### src/rtl/pa_ifu_ipack_ctrl_pkg.sv
// Shared constants for the IFU instruction package buffer controller.
package pa_ifu_ipack_ctrl_pkg;
  localparam int         IPACK_ENTRY_NUM = 8;
  localparam int         IPACK_PTR_W     = 3;
  // Low two bits of a halfword that mark the start of a 32-bit instruction.
  localparam logic [1:0] INST_32_OPCODE  = 2'b11;
endpackage

### src/rtl/pa_ifu_ipack_head_dec.sv
// Combinational decode of the two halfwords at the head of the ring:
// instruction length, completeness, access error and how many entries retire.
module pa_ifu_ipack_head_dec
  import pa_ifu_ipack_ctrl_pkg::*;
(
  input  logic [15:0] h0_inst,
  input  logic        h0_vld,
  input  logic        h0_err,
  input  logic [15:0] h1_inst,
  input  logic        h1_vld,
  input  logic        h1_err,
  output logic        inst_vld,
  output logic [31:0] inst,
  output logic        inst_32,
  output logic        acc_err,
  output logic        retire_two
);

  // A faulted head halfword is always issued alone so the error surfaces early.
  always_comb begin
    inst_32    = ~h0_err & (h0_inst[1:0] == INST_32_OPCODE);
    inst_vld   = h0_vld & (~inst_32 | h1_vld);
    inst       = inst_32 ? {h1_inst, h0_inst} : {16'h0000, h0_inst};
    acc_err    = inst_32 ? h1_err : h0_err;
    retire_two = inst_32;
  end

endmodule

### src/rtl/pa_ifu_ipack_ctrl.sv
// Instruction package buffer controller: owns create/retire pointers and the
// occupancy count, steers fetched halfwords into the ring and issues complete
// instructions to ID.
// Handshake: an instruction transfers in a cycle where ipack_id_inst_vld and
// id_ipack_inst_acpt are both high and no flush is present; the presented
// instruction holds steady while vld is high and acpt is low.
// Optional build macro E906_IPACK_BYPASS_EN: an empty buffer presents the
// fetched instruction in the same cycle; accepted halfwords are never written.
module pa_ifu_ipack_ctrl
  import pa_ifu_ipack_ctrl_pkg::*;
#(
  parameter int ENTRY_NUM = IPACK_ENTRY_NUM,
  parameter int PTR_W     = $clog2(ENTRY_NUM)
) (
  input  logic                    ipack_cpuclk,
  input  logic                    cpurst_b,
  input  logic                    ipack_buf_flush,
  input  logic                    if_ipack_fetch_vld,
  input  logic [1:0]              if_ipack_fetch_num,
  input  logic [31:0]             if_ipack_fetch_data,
  input  logic                    if_ipack_fetch_acc_err,
  output logic                    ipack_if_fetch_rdy,
  output logic [ENTRY_NUM-1:0]    ipack_entry_create_en,
  output logic [ENTRY_NUM-1:0]    ipack_entry_create_icg_en,
  output logic [ENTRY_NUM-1:0]    ipack_entry_retire_en,
  output logic [16*ENTRY_NUM-1:0] ipack_entry_upd_inst,
  output logic [ENTRY_NUM-1:0]    ipack_entry_upd_acc_err,
  input  logic [ENTRY_NUM-1:0]    ipack_entry_vld,
  input  logic [16*ENTRY_NUM-1:0] ipack_entry_inst,
  input  logic [ENTRY_NUM-1:0]    ipack_entry_acc_err,
  output logic                    ipack_id_inst_vld,
  output logic [31:0]             ipack_id_inst,
  output logic                    ipack_id_inst_32,
  output logic                    ipack_id_acc_err,
  input  logic                    id_ipack_inst_acpt,
  output logic                    ipack_buf_empty,
  output logic                    ipack_buf_full
);

  localparam logic [PTR_W:0] RDY_MAX  = (PTR_W+1)'(ENTRY_NUM - 2);
  localparam logic [PTR_W:0] FULL_CNT = (PTR_W+1)'(ENTRY_NUM);

  logic [PTR_W-1:0] create_ptr, create_ptr1, retire_ptr, retire_ptr1;
  logic [PTR_W-1:0] wr_adv, ret_adv;
  logic [PTR_W:0]   count;
  logic             wr, wr_two, wr_lo, wr_hi, bypass_sel, ret;
  logic [15:0]      ent_inst [ENTRY_NUM];
  logic [15:0]      dec_h0_inst, dec_h1_inst;
  logic             dec_h0_vld, dec_h0_err, dec_h1_vld, dec_h1_err;
  logic             dec_vld, dec_two;

  assign ipack_if_fetch_rdy = (count <= RDY_MAX);
  assign ipack_buf_empty    = (count == '0);
  assign ipack_buf_full     = (count == FULL_CNT);
  assign wr                 = if_ipack_fetch_vld & ipack_if_fetch_rdy & ~ipack_buf_flush;
  assign wr_two             = (if_ipack_fetch_num == 2'd2);
  assign create_ptr1        = create_ptr + PTR_W'(1);
  assign retire_ptr1        = retire_ptr + PTR_W'(1);

`ifdef E906_IPACK_BYPASS_EN
  assign bypass_sel = wr & (count == '0);
`else
  assign bypass_sel = 1'b0;
`endif

  // Unpack entry read-back data into an indexable array.
  always_comb begin
    for (int i = 0; i < ENTRY_NUM; i++) begin
      ent_inst[i] = ipack_entry_inst[i*16 +: 16];
    end
  end

  // Select the halfword pair to decode: ring head, or raw fetch data on bypass.
  always_comb begin
    dec_h0_inst = ent_inst[retire_ptr];
    dec_h0_vld  = ipack_entry_vld[retire_ptr];
    dec_h0_err  = ipack_entry_acc_err[retire_ptr];
    dec_h1_inst = ent_inst[retire_ptr1];
    dec_h1_vld  = ipack_entry_vld[retire_ptr1];
    dec_h1_err  = ipack_entry_acc_err[retire_ptr1];
    if (bypass_sel) begin
      dec_h0_inst = if_ipack_fetch_data[15:0];
      dec_h0_vld  = 1'b1;
      dec_h0_err  = if_ipack_fetch_acc_err;
      dec_h1_inst = if_ipack_fetch_data[31:16];
      dec_h1_vld  = wr_two;
      dec_h1_err  = if_ipack_fetch_acc_err;
    end
  end

  pa_ifu_ipack_head_dec u_head_dec (
    .h0_inst    (dec_h0_inst),
    .h0_vld     (dec_h0_vld),
    .h0_err     (dec_h0_err),
    .h1_inst    (dec_h1_inst),
    .h1_vld     (dec_h1_vld),
    .h1_err     (dec_h1_err),
    .inst_vld   (dec_vld),
    .inst       (ipack_id_inst),
    .inst_32    (ipack_id_inst_32),
    .acc_err    (ipack_id_acc_err),
    .retire_two (dec_two)
  );

  // Gating on count keeps vld low immediately on reset regardless of entry state.
  assign ipack_id_inst_vld = dec_vld & ~ipack_buf_flush & ((count != '0) | bypass_sel);
  assign ret               = ipack_id_inst_vld & id_ipack_inst_acpt;
  assign wr_adv            = wr  ? (wr_two  ? PTR_W'(2) : PTR_W'(1)) : '0;
  assign ret_adv           = ret ? (dec_two ? PTR_W'(2) : PTR_W'(1)) : '0;
  // Bypassed halfwords that ID accepts are not written into the ring.
  assign wr_lo             = wr & ~(bypass_sel & ret);
  assign wr_hi             = wr & wr_two & ~(bypass_sel & ret & dec_two);

  // Per-entry create/retire strobes and write data.
  always_comb begin
    ipack_entry_create_en   = '0;
    ipack_entry_retire_en   = '0;
    ipack_entry_upd_inst    = '0;
    ipack_entry_upd_acc_err = '0;
    for (int i = 0; i < ENTRY_NUM; i++) begin
      ipack_entry_create_en[i]   = (wr_lo & (PTR_W'(i) == create_ptr)) |
                                   (wr_hi & (PTR_W'(i) == create_ptr1));
      ipack_entry_retire_en[i]   = ret & ~bypass_sel &
                                   ((PTR_W'(i) == retire_ptr) | (dec_two & (PTR_W'(i) == retire_ptr1)));
      ipack_entry_upd_inst[i*16 +: 16] = (PTR_W'(i) == create_ptr) ? if_ipack_fetch_data[15:0]
                                                                   : if_ipack_fetch_data[31:16];
      ipack_entry_upd_acc_err[i] = if_ipack_fetch_acc_err;
    end
  end

  assign ipack_entry_create_icg_en = ipack_entry_create_en;

  // Pointer and occupancy update; flush returns everything to the origin.
  always_ff @(posedge ipack_cpuclk or negedge cpurst_b) begin
    if (!cpurst_b) begin
      create_ptr <= '0;
      retire_ptr <= '0;
      count      <= '0;
    end else if (ipack_buf_flush) begin
      create_ptr <= '0;
      retire_ptr <= '0;
      count      <= '0;
    end else begin
      create_ptr <= create_ptr + wr_adv;
      retire_ptr <= retire_ptr + ret_adv;
      count      <= count + {1'b0, wr_adv} - {1'b0, ret_adv};
    end
  end

endmodule

### config.mk
export PLATFORM = sky130hd
export DESIGN_NAME = pa_ifu_ipack_ctrl
export DESIGN_NICKNAME = d
export VERILOG_FILES = /design/src/rtl/pa_ifu_ipack_ctrl_pkg.sv /design/src/rtl/pa_ifu_ipack_head_dec.sv /design/src/rtl/pa_ifu_ipack_ctrl.sv
export SDC_FILE = /design/constraint.sdc
export NUM_CORES = 1
export LEC_CHECK = 0
export ABC_AREA = 1
export CAP_MARGIN = 20
export CORE_AREA = 2 2 148 150
export DETAILED_ROUTE_END_ITERATION = 8
export DIE_AREA = 0 0 150 152
export GPL_TIMING_DRIVEN = 0
export PLACE_DENSITY_LB_ADDON = 0.25
export SYNTH_ARGS = -nofsm -noshare
export SYNTH_HDL_FRONTEND = slang
export SYNTH_SLANG_ARGS = --single-unit
### constraint.sdc
create_clock -name ipack_cpuclk -period 4 [get_ports ipack_cpuclk]
set_clock_uncertainty 0.05 [all_clocks]
set_input_delay 0.8 -clock ipack_cpuclk [delete_from_list [all_inputs] [get_ports ipack_cpuclk]]
set_output_delay 0.8 -clock ipack_cpuclk [all_outputs]
set_load 0.005 [all_outputs]
==> results.txt, run 1 <==
TritonCTS clock tree: done
crit path launch type: flip-flop
Yosys warnings: 0
final setup violation count: 0
Static Leak: 4.38 nW
Post-DRT Antenna Nets: 0
setup ws final: 0.111 ns
Slew @ Worst Pin: 0.657 ns
post-synthesis cell area: 0.00539 mm^2
ys async rst share: 100%
Peak VDD IR: 0.000144 V
most common cell after layout, fill and taps aside: clkdlybuf4s50_1
Slew Viols, Final: 0
total grt overflow: 0
CP max-delay cell: clkdlybuf4s50_1
average wire per standard cell: 19.4 um
net count after synthesis: 1313
crit-path max cell delay: 0.54 ns
cells along the critical path: inv_4, buf_12, clkbuf_8, ha_1, buf_4, inv_4, clkbuf_8, a21oi_1, o21ai_0, o21ai_0, nand2_1, nand2_1, nor2_1, clkdlybuf4s50_1
Final period util: 97.2%
share of cells above drive strength 1: 5.50%
utilization after layout: 45.7%
Synth Instances: 1107
Total Negative Setup Slacks: 0 ns
via count: 9033
die footprint: 0.0228 mm^2
max cap viols: 0
GR Util All Layers: 28.4%
switching share of total power: 46.2%
Area Growth Syn to Fin: 80.9%
top cells by area, synth: o21ai_0, nand2_1, inv_1
post-synth top area share: 23.0%
Pre-antenna DRT Iters: 5
CP endpoint kind: primary output
Sequential Power Share: 6.9%
Inserted Clock Buffers: 3
Worst Hold Class: flip-flop to flip-flop
Vias/cell: 5.10
largest net degree at the start of global routing: 22
Comb power frac: 82.8%
Initial Util: 25.3%
global-route wire length before repair: 50800 um
Post-Layout Cell Count: 1771
CTS max path bufs: 2
num ports: 382
hold-fix buffer count after cts: 0
clk root buf: clkbuf_16
RSZ-0062 raised after global routing: true
final instance area: 0.00976 mm^2
CTS clk-pin slew, worst paths: 0.04 ns
post-place setup slack: -0.859 ns
fin crit period: 3.89 ns
FF+latch count, synth: 10
Crit Path Max Fanout: 19
Yosys top cell by area: o21ai_0
Synth cell types: 31
vias in the first global route: 8669
kind of critical path: flip-flop to primary output
WL final: 34400 um
CORE AREA: 0.0214 mm^2
Slew HR: 56.2%
commonest cells after routing, fill and taps aside: clkdlybuf4s50_1, nand2_1, o21ai_0
Clk pwr share: 10.3%
FMAX: 257 MHz
initial antenna violation count: 4
P per Cell Area: 201 mW/mm^2
Post-DP Area: 0.00954 mm^2
PnR Total Power: 1.96 mW
DRC viols: 0
hpwl dp: 27700 um
1st-iter DRT viols: 765
worst-skew pair later-pin latency: 0.24 ns
hold slack final: 0.635 ns
RePlAce Congestion: 0.956
Post-synth EDFFs: 0
Die X: 150 um
DIE HEIGHT: 152 um
Fin. Hold Viols: 0
FP Rows: 54
clock sink count: 10
# nets final: 1697
port bufs: 379
syn_area_per_cell: 4.87 um^2
Top FF cell, synth: dfrtp_1
WP data arrival: 3.04 ns
Internal: 1.05 mW
Net Sw Power: 0.907 mW
status: finished, final reports clean
Placed Instances: 1766
register area share after synthesis: 4.64%
H-Tree Depth: 1
Critical Path RT: 3.15 ns
[state kept, by name (all words and copies together), names as in the netlist]
name	cells
count	4
create_ptr	3
retire_ptr	3
[critical path, delay by kind of cell, from the launching register on]
kind                       cells  cell delay (ns)
buffers and inverters          7             1.51
DFF                            1             0.43
AOI/OAI and AO/OA              3             0.35
adders and majority gates      1             0.28
and+or+nand+nor                3             0.24
[area by class of cell]
cell class	count	area [um^2]
Clock buffer	4	88.8
Tap cell	280	350
Antenna cell	1	2.50
Fill cell	2240	11600
Buffer	96	577
Multi-Input combinational cell	864	4140
Timing Repair Buffer	381	3830
Sequential cell	10	251
Inverter	135	514
[routing by layer]
metal	share of wire (%)	track usage [%]	vias to the layer above
li1	-	-	4327
met1	38	34.3	4070
met2	47	49.4	549
met3	10	5.80	83
met4	3.9	10.2	4
met5	0.087	0	-
[logic make-up (layout without fill, tap and decap cells)]
logic type,after synthesis,count (layout),synth area share (%)
adder cells (fa/ha/maj),22,22,5.66
flip-flops,10,10,4.64
other,0,1,0
AND/OR/NAND/NOR,473,473,35.4
XOR/XNOR,2,2,0.325
buffers and inverters,233,616,18.9
AO/OA/AOI/OAI,367,367,35.1
[cell usage after synthesis, types with 2 or more instances]
cell type	instances
nand3_1	43
inv_2	3
buf_6	6
a31oi_1	14
nor2_1	106
ha_1	18
o21ai_1	3
fa_1	4
clkbuf_1	43
buf_2	27
nand4_1	2
nand3_4	2
nor3b_1	2
nand2_1	310
o21ai_0	248
o211ai_1	14
inv_1	132
dfrtp_1	10
buf_4	17
buf_1	5
xnor2_1	2
a21oi_1	86
nand2_2	2
[power groups by stage]
stage / Sequential (mW) / Clock [mW] / Combinational (mW)
2_1_floorplan: 0.133 / 0 / 0.707
3_3_place_gp: 0.137 / 0 / 1.57
3_5_place_dp: 0.138 / 0 / 1.57
4_1_cts: 0.135 / 0.206 / 1.60
5_1_grt: 0.138 / 0.206 / 1.77
6_report: 0.135 / 0.202 / 1.62
[timing repair]
action,CTS,global route
setup buffers,1,0
endpoints found under the hold margin,0,0
gates cloned,0,1
setup endpoints to repair,31,23
gates resized for setup,22,21
[path summary, 6_finish.rpt]
check,start,end,slack (ns),cells past startpoint
max,retire_ptr[0],ipack_id_inst[23],0.11,14
min,create_ptr[0],create_ptr[0],0.63,3
max reg2reg,retire_ptr[0],count[2],0.42,19
min reg2reg,create_ptr[0],create_ptr[0],0.63,3
max in group asynchronous,cpurst_b,retire_ptr[0],2.68,1
min in group asynchronous,cpurst_b,count[2],0.85,1
Power figures use the tool's default switching activity.
==> run 2: changes to the inputs <==
--- a/config.mk
+++ b/config.mk
@@ -5,11 +5,11 @@
 export SDC_FILE = /design/constraint.sdc
 export NUM_CORES = 1
 export LEC_CHECK = 0
-export ABC_AREA = 1
+export ABC_AREA = 0
 export CAP_MARGIN = 20
-export CORE_AREA = 2 2 148 150
+export CORE_AREA = 2 2 147 149
 export DETAILED_ROUTE_END_ITERATION = 8
-export DIE_AREA = 0 0 150 152
+export DIE_AREA = 0 0 149 151
 export GPL_TIMING_DRIVEN = 0
 export PLACE_DENSITY_LB_ADDON = 0.25
 export SYNTH_ARGS = -nofsm -noshare
==> run 2 against run 1 <==
  * Via count decreased by 37%
  * Clock-buffer cell count unchanged
  * Clock power decreased by 2%
  * Design area decreased by 1.2%
  * Maximum frequency decreased by 1.6%
  * Register-to-register slack got worse by 0.35 ns
  * Critical endpoint is now ipack_entry_create_icg_en[7]
  * Largest cell class is now multi-input gates
==> results.txt, run 2 <==
RePlAce Congestion: 0.833 (was 0.956)
share of cells above drive strength 1: 34.0% (was 5.50%)
Top Registers: count: 4 flops, create_ptr: 3 flops, retire_ptr: 3 flops (unchanged)
Slew Viols, Final: 0 (unchanged)
worst-skew pair later-pin latency: 0.23 ns (was 0.24 ns)
vias in the first global route: 5961 (was 8669)
Yosys top cell by area: mux4_2 (was o21ai_0)
Die X: 149 um (was 150 um)
hpwl dp: 19600 um (was 27700 um)
DRC viols: 0 (unchanged)
Inserted Clock Buffers: 3 (unchanged)
clock sink count: 10 (unchanged)
ys async rst share: 100% (unchanged)
top cells by area, synth: mux4_2, mux2_2, dfrtp_1 (was o21ai_0, nand2_1, inv_1)
1st-iter DRT viols: 235 (was 765)
CP max-delay cell: clkdlybuf4s50_1 (unchanged)
crit-path max cell delay: 0.49 ns (was 0.54 ns)
Placed Instances: 1141 (was 1766)
Worst Hold Class: flip-flop to flip-flop (unchanged)
crit path launch type: input pin (was flip-flop)
Post-Synth XOR/XNOR Area: 0.695% (was 0.325%)
GR Util All Layers: 20.4% (was 28.4%)
most frequent cell after synthesis: mux2_2 (was nand2_1)
global-route wire length before repair: 35600 um (was 50800 um)
worst path bufs/invs: 4 (was 7)
compound-gate portion of the synthesized area: 3.85% (was 35.1%)
Post-synth EDFFs: 0 (unchanged)
syn_area_per_cell: 10.4 um^2 (was 4.87 um^2)
P per Cell Area: 181 mW/mm^2 (was 201 mW/mm^2)
CORE AREA: 0.0208 mm^2 (was 0.0214 mm^2)
met2 WL: 12700 um (was 16300 um)
average wire per standard cell: 21.0 um (was 19.4 um)
cells along the critical path: clkdlybuf4s50_1, inv_1, a2111o_1, or3_1, o22ai_1, buf_4, clkdlybuf4s50_1 (was inv_4, buf_12, clkbuf_8, ha_1, buf_4, inv_4, clkbuf_8, a21oi_1, o21ai_0, o21ai_0, nand2_1, nand2_1, nor2_1, clkdlybuf4s50_1)
Area Growth Syn to Fin: 91.4% (was 80.9%)
Comb power frac: 80.9% (was 82.8%)
setup ws final: 0.0491 ns (was 0.111 ns)
WP data arrival: 3.10 ns (was 3.04 ns)
Post-DRT Antenna Nets: 0 (unchanged)
Top reg by flops: count (unchanged)
Net Sw Power: 0.607 mW (was 0.907 mW)
Crit Path Max Fanout: 4 (was 19)
WL met3: 2080 um (was 3550 um)
status: finished, final reports clean (unchanged)
CP endpoint kind: primary output (unchanged)
kind of critical path: input pin to primary output (was flip-flop to primary output)
FP Rows: 53 (was 54)
max cap viols: 0 (unchanged)
largest net degree at the start of global routing: 11 (was 22)
net count after synthesis: 692 (was 1313)
Top FF cell, synth: dfrtp_1 (unchanged)
# nets final: 1090 (was 1697)
post-synthesis cell area: 0.00504 mm^2 (was 0.00539 mm^2)
port bufs: 380 (was 379)
H-Tree Depth: 1 (unchanged)
register area share after synthesis: 4.97% (was 4.64%)
hold-fix buffer count after cts: 0 (unchanged)
Clk pwr share: 11.3% (was 10.3%)
Peak VDD IR: 0.000117 V (was 0.000144 V)
main combinational cell family by area after synthesis: multiplexers (was simple AND/OR/NAND/NOR gates)
switching share of total power: 34.8% (was 46.2%)
utilization after layout: 46.3% (was 45.7%)
TritonCTS clock tree: done (unchanged)
die footprint: 0.0225 mm^2 (was 0.0228 mm^2)
Synth cell types: 44 (was 31)
fin crit period: 3.95 ns (was 3.89 ns)
Post-Layout Cell Count: 1158 (was 1771)
CTS clk-pin slew, worst paths: 0.04 ns (about the same)
Slew @ Worst Pin: 0.878 ns (was 0.657 ns)
final setup violation count: 0 (unchanged)
FMAX: 253 MHz (was 257 MHz)
clk root buf: clkbuf_16 (unchanged)
max reg flops: 4 (unchanged)
total grt overflow: 0 (unchanged)
DIE HEIGHT: 151 um (was 152 um)
RSZ-0062 raised after global routing: true (unchanged)
FF+latch count, synth: 10 (unchanged)
via count: 5696 (was 9033)
Slew HR: 41.5% (was 56.2%)
commonest cells after routing, fill and taps aside: clkdlybuf4s50_1, mux2_2, mux4_2 (was clkdlybuf4s50_1, nand2_1, o21ai_0)
Pre-antenna DRT Iters: 4 (was 5)
Internal: 1.14 mW (was 1.05 mW)
Final period util: 98.8% (was 97.2%)
Yosys warnings: 0 (unchanged)
Vias/cell: 4.92 (was 5.10)
simple-gate share of the synthesized area: 10.8% (was 35.4%)
post-synth top area share: 31.3% (was 23.0%)
Antenna diodes: 0 (was 1)
hold slack final: 0.580 ns (was 0.635 ns)
met1 WL: 9290 um (was 13200 um)
Initial Util: 24.2% (was 25.3%)
Critical Path RT: 3.15 ns (about the same)
Fin. Hold Viols: 0 (unchanged)
synth cell count leaders: mux2_2, mux4_2, nand2_1 (was nand2_1, o21ai_0, inv_1)
mux share of post-synthesis cell area: 65.3% (was 0%)
Synth Area in Adders: 6.06% (was 5.66%)
Synth Instances: 486 (was 1107)
CP dominant cell by count: clkdlybuf4s50_1
num ports: 382 (unchanged)
Worst path top cell family by delay: buffers and inverters (unchanged)
Static Leak: 3.79 nW (was 4.38 nW)
post-place setup slack: -1.03 ns (was -0.859 ns)
top sig layer: met4 (was met5)
most common cell after layout, fill and taps aside: clkdlybuf4s50_1 (unchanged)
WL final: 24300 um (was 34400 um)
initial antenna violation count: 0 (was 4)
CTS max path bufs: 2 (unchanged)
Sequential Power Share: 7.8% (was 6.9%)
run 2: cell count changes in the layout (fill, tap and decap cells not counted), sizes merged, moves of 81 or more:
cell	before	now
inv	135	22
o21ai	251	1
nor2	108	27
mux2	0	131
nand2	312	54
a21oi	87	2
run 2: logic make-up (layout without fill, tap and decap cells):
kind of cell / Yosys count / count (layout)
fa+ha+maj: 22 / 22
simple gates: 118 / 118
buf+inv: 85 / 482
mux: 223 / 223
compound gates: 24 / 24
xor+xnor: 4 / 4
flops: 10 / 10
run 2: power by group through the flow:
| stage | Clock [mW] | Sequential, mW | Combinational [mW] |
|---|---|---|---|
| 6_report | 0.197 | 0.136 | 1.41 |
| 4_1_cts | 0.201 | 0.134 | 1.40 |
| 5_1_grt | 0.209 | 0.140 | 1.53 |
| 3_3_place_gp | 0 | 0.134 | 1.35 |
| 2_1_floorplan | 0 | 0.130 | 0.651 |
| 3_5_place_dp | 0 | 0.134 | 1.35 |
run 2: routing by layer:
metal | vias to the layer above | global-route usage (%)
li1 | 2643 | -
met1 | 2753 | 23.6
met2 | 282 | 39.2
met3 | 18 | 4.58
met4 | 0 | 2.48
met5 | - | 0
run 2: worst paths after layout:
| path | cells past startpoint | start | slack, ns | to |
|---|---|---|---|---|
| setup / recovery | 7 | if_ipack_fetch_vld | 0.05 | ipack_entry_create_icg_en[7] |
| hold / removal | 2 | create_ptr[0] | 0.58 | create_ptr[0] |
| setup reg to reg | 16 | retire_ptr[0] | 0.07 | count[3] |
| hold reg to reg | 2 | create_ptr[0] | 0.58 | create_ptr[0] |
| max in group asynchronous | 1 | cpurst_b | 2.65 | retire_ptr[0] |
| min in group asynchronous | 1 | cpurst_b | 0.87 | retire_ptr[2] |
run 2: stage by stage:
step / cell area (um^2) / TNS (ns) / total power [mW]
floorplan: 5040 / 0 / 0.781
global placement: 9190 / -18.42 / 1.49
detailed placement: 9190 / -19.11 / 1.49
CTS: 9470 / -0.0774 / 1.73
global route: 9640 / -0.139 / 1.87
finish: 9640 / 0 / 1.75
run 2: area by class of cell:
cell class              instances  area (um^2)
inverters                      25          115
multi-input cells             391         4510
fillers                      2018        11200
well taps                     275          344
flip-flops and latches         10          251
plain buffers                  56          395
clock buffers                   4         88.8
repair buffers                397         3940
run 2: tightest hold or removal path, cell delays in order, from the launching register on:
cell     delay [ns]
dfrtp_1        0.35
ha_1           0.13
nor2b_1        0.11
run 2: timing repair:
item	in CTS	in global routing
gates cloned	1	0
buffers inserted	1	15
setup endpoints to repair	66	46
pin swaps	0	3
resized for setup	53	26
==> run 3: changes to the inputs <==
--- a/config.mk
+++ b/config.mk
@@ -12,6 +12,7 @@
 export DIE_AREA = 0 0 149 151
 export GPL_TIMING_DRIVEN = 0
 export PLACE_DENSITY_LB_ADDON = 0.25
+export SETUP_SLACK_MARGIN = 0.3
 export SYNTH_ARGS = -nofsm -noshare
 export SYNTH_HDL_FRONTEND = slang
 export SYNTH_SLANG_ARGS = --single-unit
==> run 3 against run 2 <==
  * Non-clock buffer count rose by 31
  * Maximum frequency rose by 3.7%
  * Sequential power fell by 3%
  * Register-to-register slack improved by 0.19 ns
  * Die area did not move
  * Clock power barely moved
  * Core utilization rose by 2.3 points
  * Combinational power rose by 7%
  * Design area rose by 5.0%
  * Global-route usage rose by 1.9 points
  * Routed wire length rose by 10%
  * Total power rose by 5.3%
  * Largest cell class unchanged
==> results.txt, run 3 (synthesized netlist as in run 2, its figures left out) <==
DIE HEIGHT: 151 um (unchanged)
most common cell after layout, fill and taps aside: clkdlybuf4s50_1 (unchanged)
Post-DRT Antenna Nets: 0 (unchanged)
Final period util: 95.2% (was 98.8%)
port bufs: 380 (unchanged)
Hold Crit Endpoint: create_ptr[0] (unchanged)
fin crit period: 3.81 ns (was 3.95 ns)
CORE AREA: 0.0208 mm^2 (unchanged)
max cap viols: 0 (unchanged)
global-route wire length before repair: 38400 um (was 35600 um)
Inserted Clock Buffers: 3 (unchanged)
DRC viols: 0 (unchanged)
final setup violation count: 0 (unchanged)
max reg flops: 4 (unchanged)
RSZ-0062 raised after global routing: true (unchanged)
hpwl dp: 21100 um (was 19600 um)
Top Registers: count: 4 flops, create_ptr: 3 flops, retire_ptr: 3 flops (unchanged)
CP endpoint kind: primary output (unchanged)
Crit Path Max Fanout: 3 (was 4)
Area Growth Syn to Fin: 101% (was 91.4%)
kind of critical path: input pin to primary output (unchanged)
share of cells above drive strength 1: 39.6% (was 34.0%)
crit path launch type: input pin (unchanged)
Worst path top cell family by delay: buffers and inverters (unchanged)
GR Util All Layers: 22.3% (was 20.4%)
CTS clk-pin slew, worst paths: 0.04 ns (about the same)
FP Rows: 53 (unchanged)
# nets final: 1121 (was 1090)
H-Tree Depth: 1 (unchanged)
Total Negative Setup Slacks: 0 ns (unchanged)
Initial Util: 24.2% (unchanged)
Critical Path RT: 3.15 ns (about the same)
TritonCTS clock tree: done (unchanged)
largest net degree at the start of global routing: 11 (unchanged)
Peak VDD IR: 0.000158 V (was 0.000117 V)
cells along the critical path: clkdlybuf4s50_1, inv_1, a2111o_1, or3_4, buf_4, o22ai_4, buf_6, clkdlybuf4s50_1 (was clkdlybuf4s50_1, inv_1, a2111o_1, or3_1, o22ai_1, buf_4, clkdlybuf4s50_1)
Die X: 149 um (unchanged)
R2R Path End: count[3] (unchanged)
CP dominant cell by count: clkdlybuf4s50_1 (unchanged)
Slew HR: 63.7% (was 41.5%)
vias in the first global route: 6301 (was 5961)
worst-skew pair later-pin latency: 0.24 ns (was 0.23 ns)
average wire per standard cell: 22.5 um (was 21.0 um)
worst-case reg-to-reg path depth: 16 (unchanged)
Slew Viols, Final: 0 (unchanged)
die footprint: 0.0225 mm^2 (unchanged)
Vias/cell: 5.00 (was 4.92)
Fin. Hold Viols: 0 (unchanged)
WL final: 26800 um (was 24300 um)
num ports: 382 (unchanged)
1st-iter DRT viols: 171 (was 235)
FMAX: 262 MHz (was 253 MHz)
status: finished, final reports clean (unchanged)
Top reg by flops: count (unchanged)
initial antenna violation count: 3 (was 0)
WP data arrival: 2.96 ns (was 3.10 ns)
Slew @ Worst Pin: 0.543 ns (was 0.878 ns)
Hold Startpoint: create_ptr[0] (unchanged)
worst hold path cell count: 2 (unchanged)
commonest cells after routing, fill and taps aside: clkdlybuf4s50_1, mux2_2, mux4_2 (unchanged)
via count: 5964 (was 5696)
clock sink count: 10 (unchanged)
worst reg2reg startpoint: retire_ptr[0] (unchanged)
crit-path max cell delay: 0.48 ns (was 0.49 ns)
FF-to-FF setup slack: 0.26 ns (was 0.07 ns)
Pre-antenna DRT Iters: 4 (unchanged)
RePlAce Congestion: 0.842 (was 0.833)
CP max-delay cell: clkdlybuf4s50_1 (unchanged)
Worst Hold Class: flip-flop to flip-flop (unchanged)
total grt overflow: 0 (unchanged)
P per Cell Area: 182 mW/mm^2 (was 181 mW/mm^2)
PnR Total Power: 1.84 mW (was 1.75 mW)
clk root buf: clkbuf_16 (unchanged)
hold-fix buffer count after cts: 0 (unchanged)
CTS max path bufs: 2 (unchanged)
worst path bufs/invs: 5 (was 4)
Static Leak: 4.21 nW (was 3.79 nW)
[run 3: final cells by class]
class / count / area, um^2
fillers: 1976 / 10700
multi-input cells: 391 / 4670
repair buffers: 425 / 4140
plain buffers: 59 / 497
well taps: 275 / 344
flip-flops and latches: 10 / 251
inverters: 25 / 123
clock buffers: 4 / 88.8
diodes: 3 / 7.51
[run 3: per-layer routing]
layer | vias up | wire length [um] | global-route usage [%]
met5 | - | 0 | 0
met4 | 0 | 551 | 4.10
met3 | 35 | 2380 | 5.00
met2 | 305 | 14600 | 45.3
met1 | 2913 | 9240 | 23.2
li1 | 2711 | - | -
[run 3: worst max-delay path by stage]
stage                             startpoint                      endpoint  depth (start not counted)
final                     if_ipack_fetch_vld  ipack_entry_create_icg_en[7]                          8
after CTS                      create_ptr[1]  ipack_entry_create_icg_en[3]                         10
after detailed placement       retire_ptr[2]             ipack_id_inst[21]                         10
after global placement         retire_ptr[2]             ipack_id_inst[21]                         10
after global routing           retire_ptr[0]                      count[3]                         16
after floorplan                retire_ptr[0]                      count[3]                         16
[run 3: worst reg2reg max path, stage by stage (launching register included)]
cell	delay, ns
dfrtp_2	0.38
buf_12	0.12
clkinvlp_4	0.10
ha_4	0.29
buf_12	0.10
mux4_2	0.49
mux2_4	0.30
nor4_4	0.19
buf_4	0.19
nor3_4	0.05
fa_1	0.57
inv_2	0.06
ha_4	0.20
a21o_1	0.19
a21oi_2	0.16
xnor2_1	0.13
nor2_1	0.05
[run 3: power by group]
group	total, mW	internal [mW]	switching, mW
Combinational	1.51	0.911	0.599
Clock	0.197	0.150	0.0465
Sequential	0.132	0.118	0.0133
Total	1.84	1.18	0.659
[run 3: per-stage QoR]
step                setup WS (ns)  hold WS, ns  std cells  area (um^2)  util (%)
floorplan                   0.313        0.454        486         5080         -
detailed placement         -0.834        0.577       1141         9230      44.3
global route                0.114        0.635       1191        10100      48.6
global placement           -0.861        0.554       1141         9230      44.3
CTS                         0.139        0.581       1171         9820      47.2
finish                      0.190        0.570       1192        10100      48.6
[run 3: timing repair]
item | 4_1_cts | 5_1_grt
endpoints found under the setup margin | 135 | 72
gates resized for setup | 147 | 72
pin swaps | 15 | 12
setup buffers | 26 | 18
cloned | 1 | 0
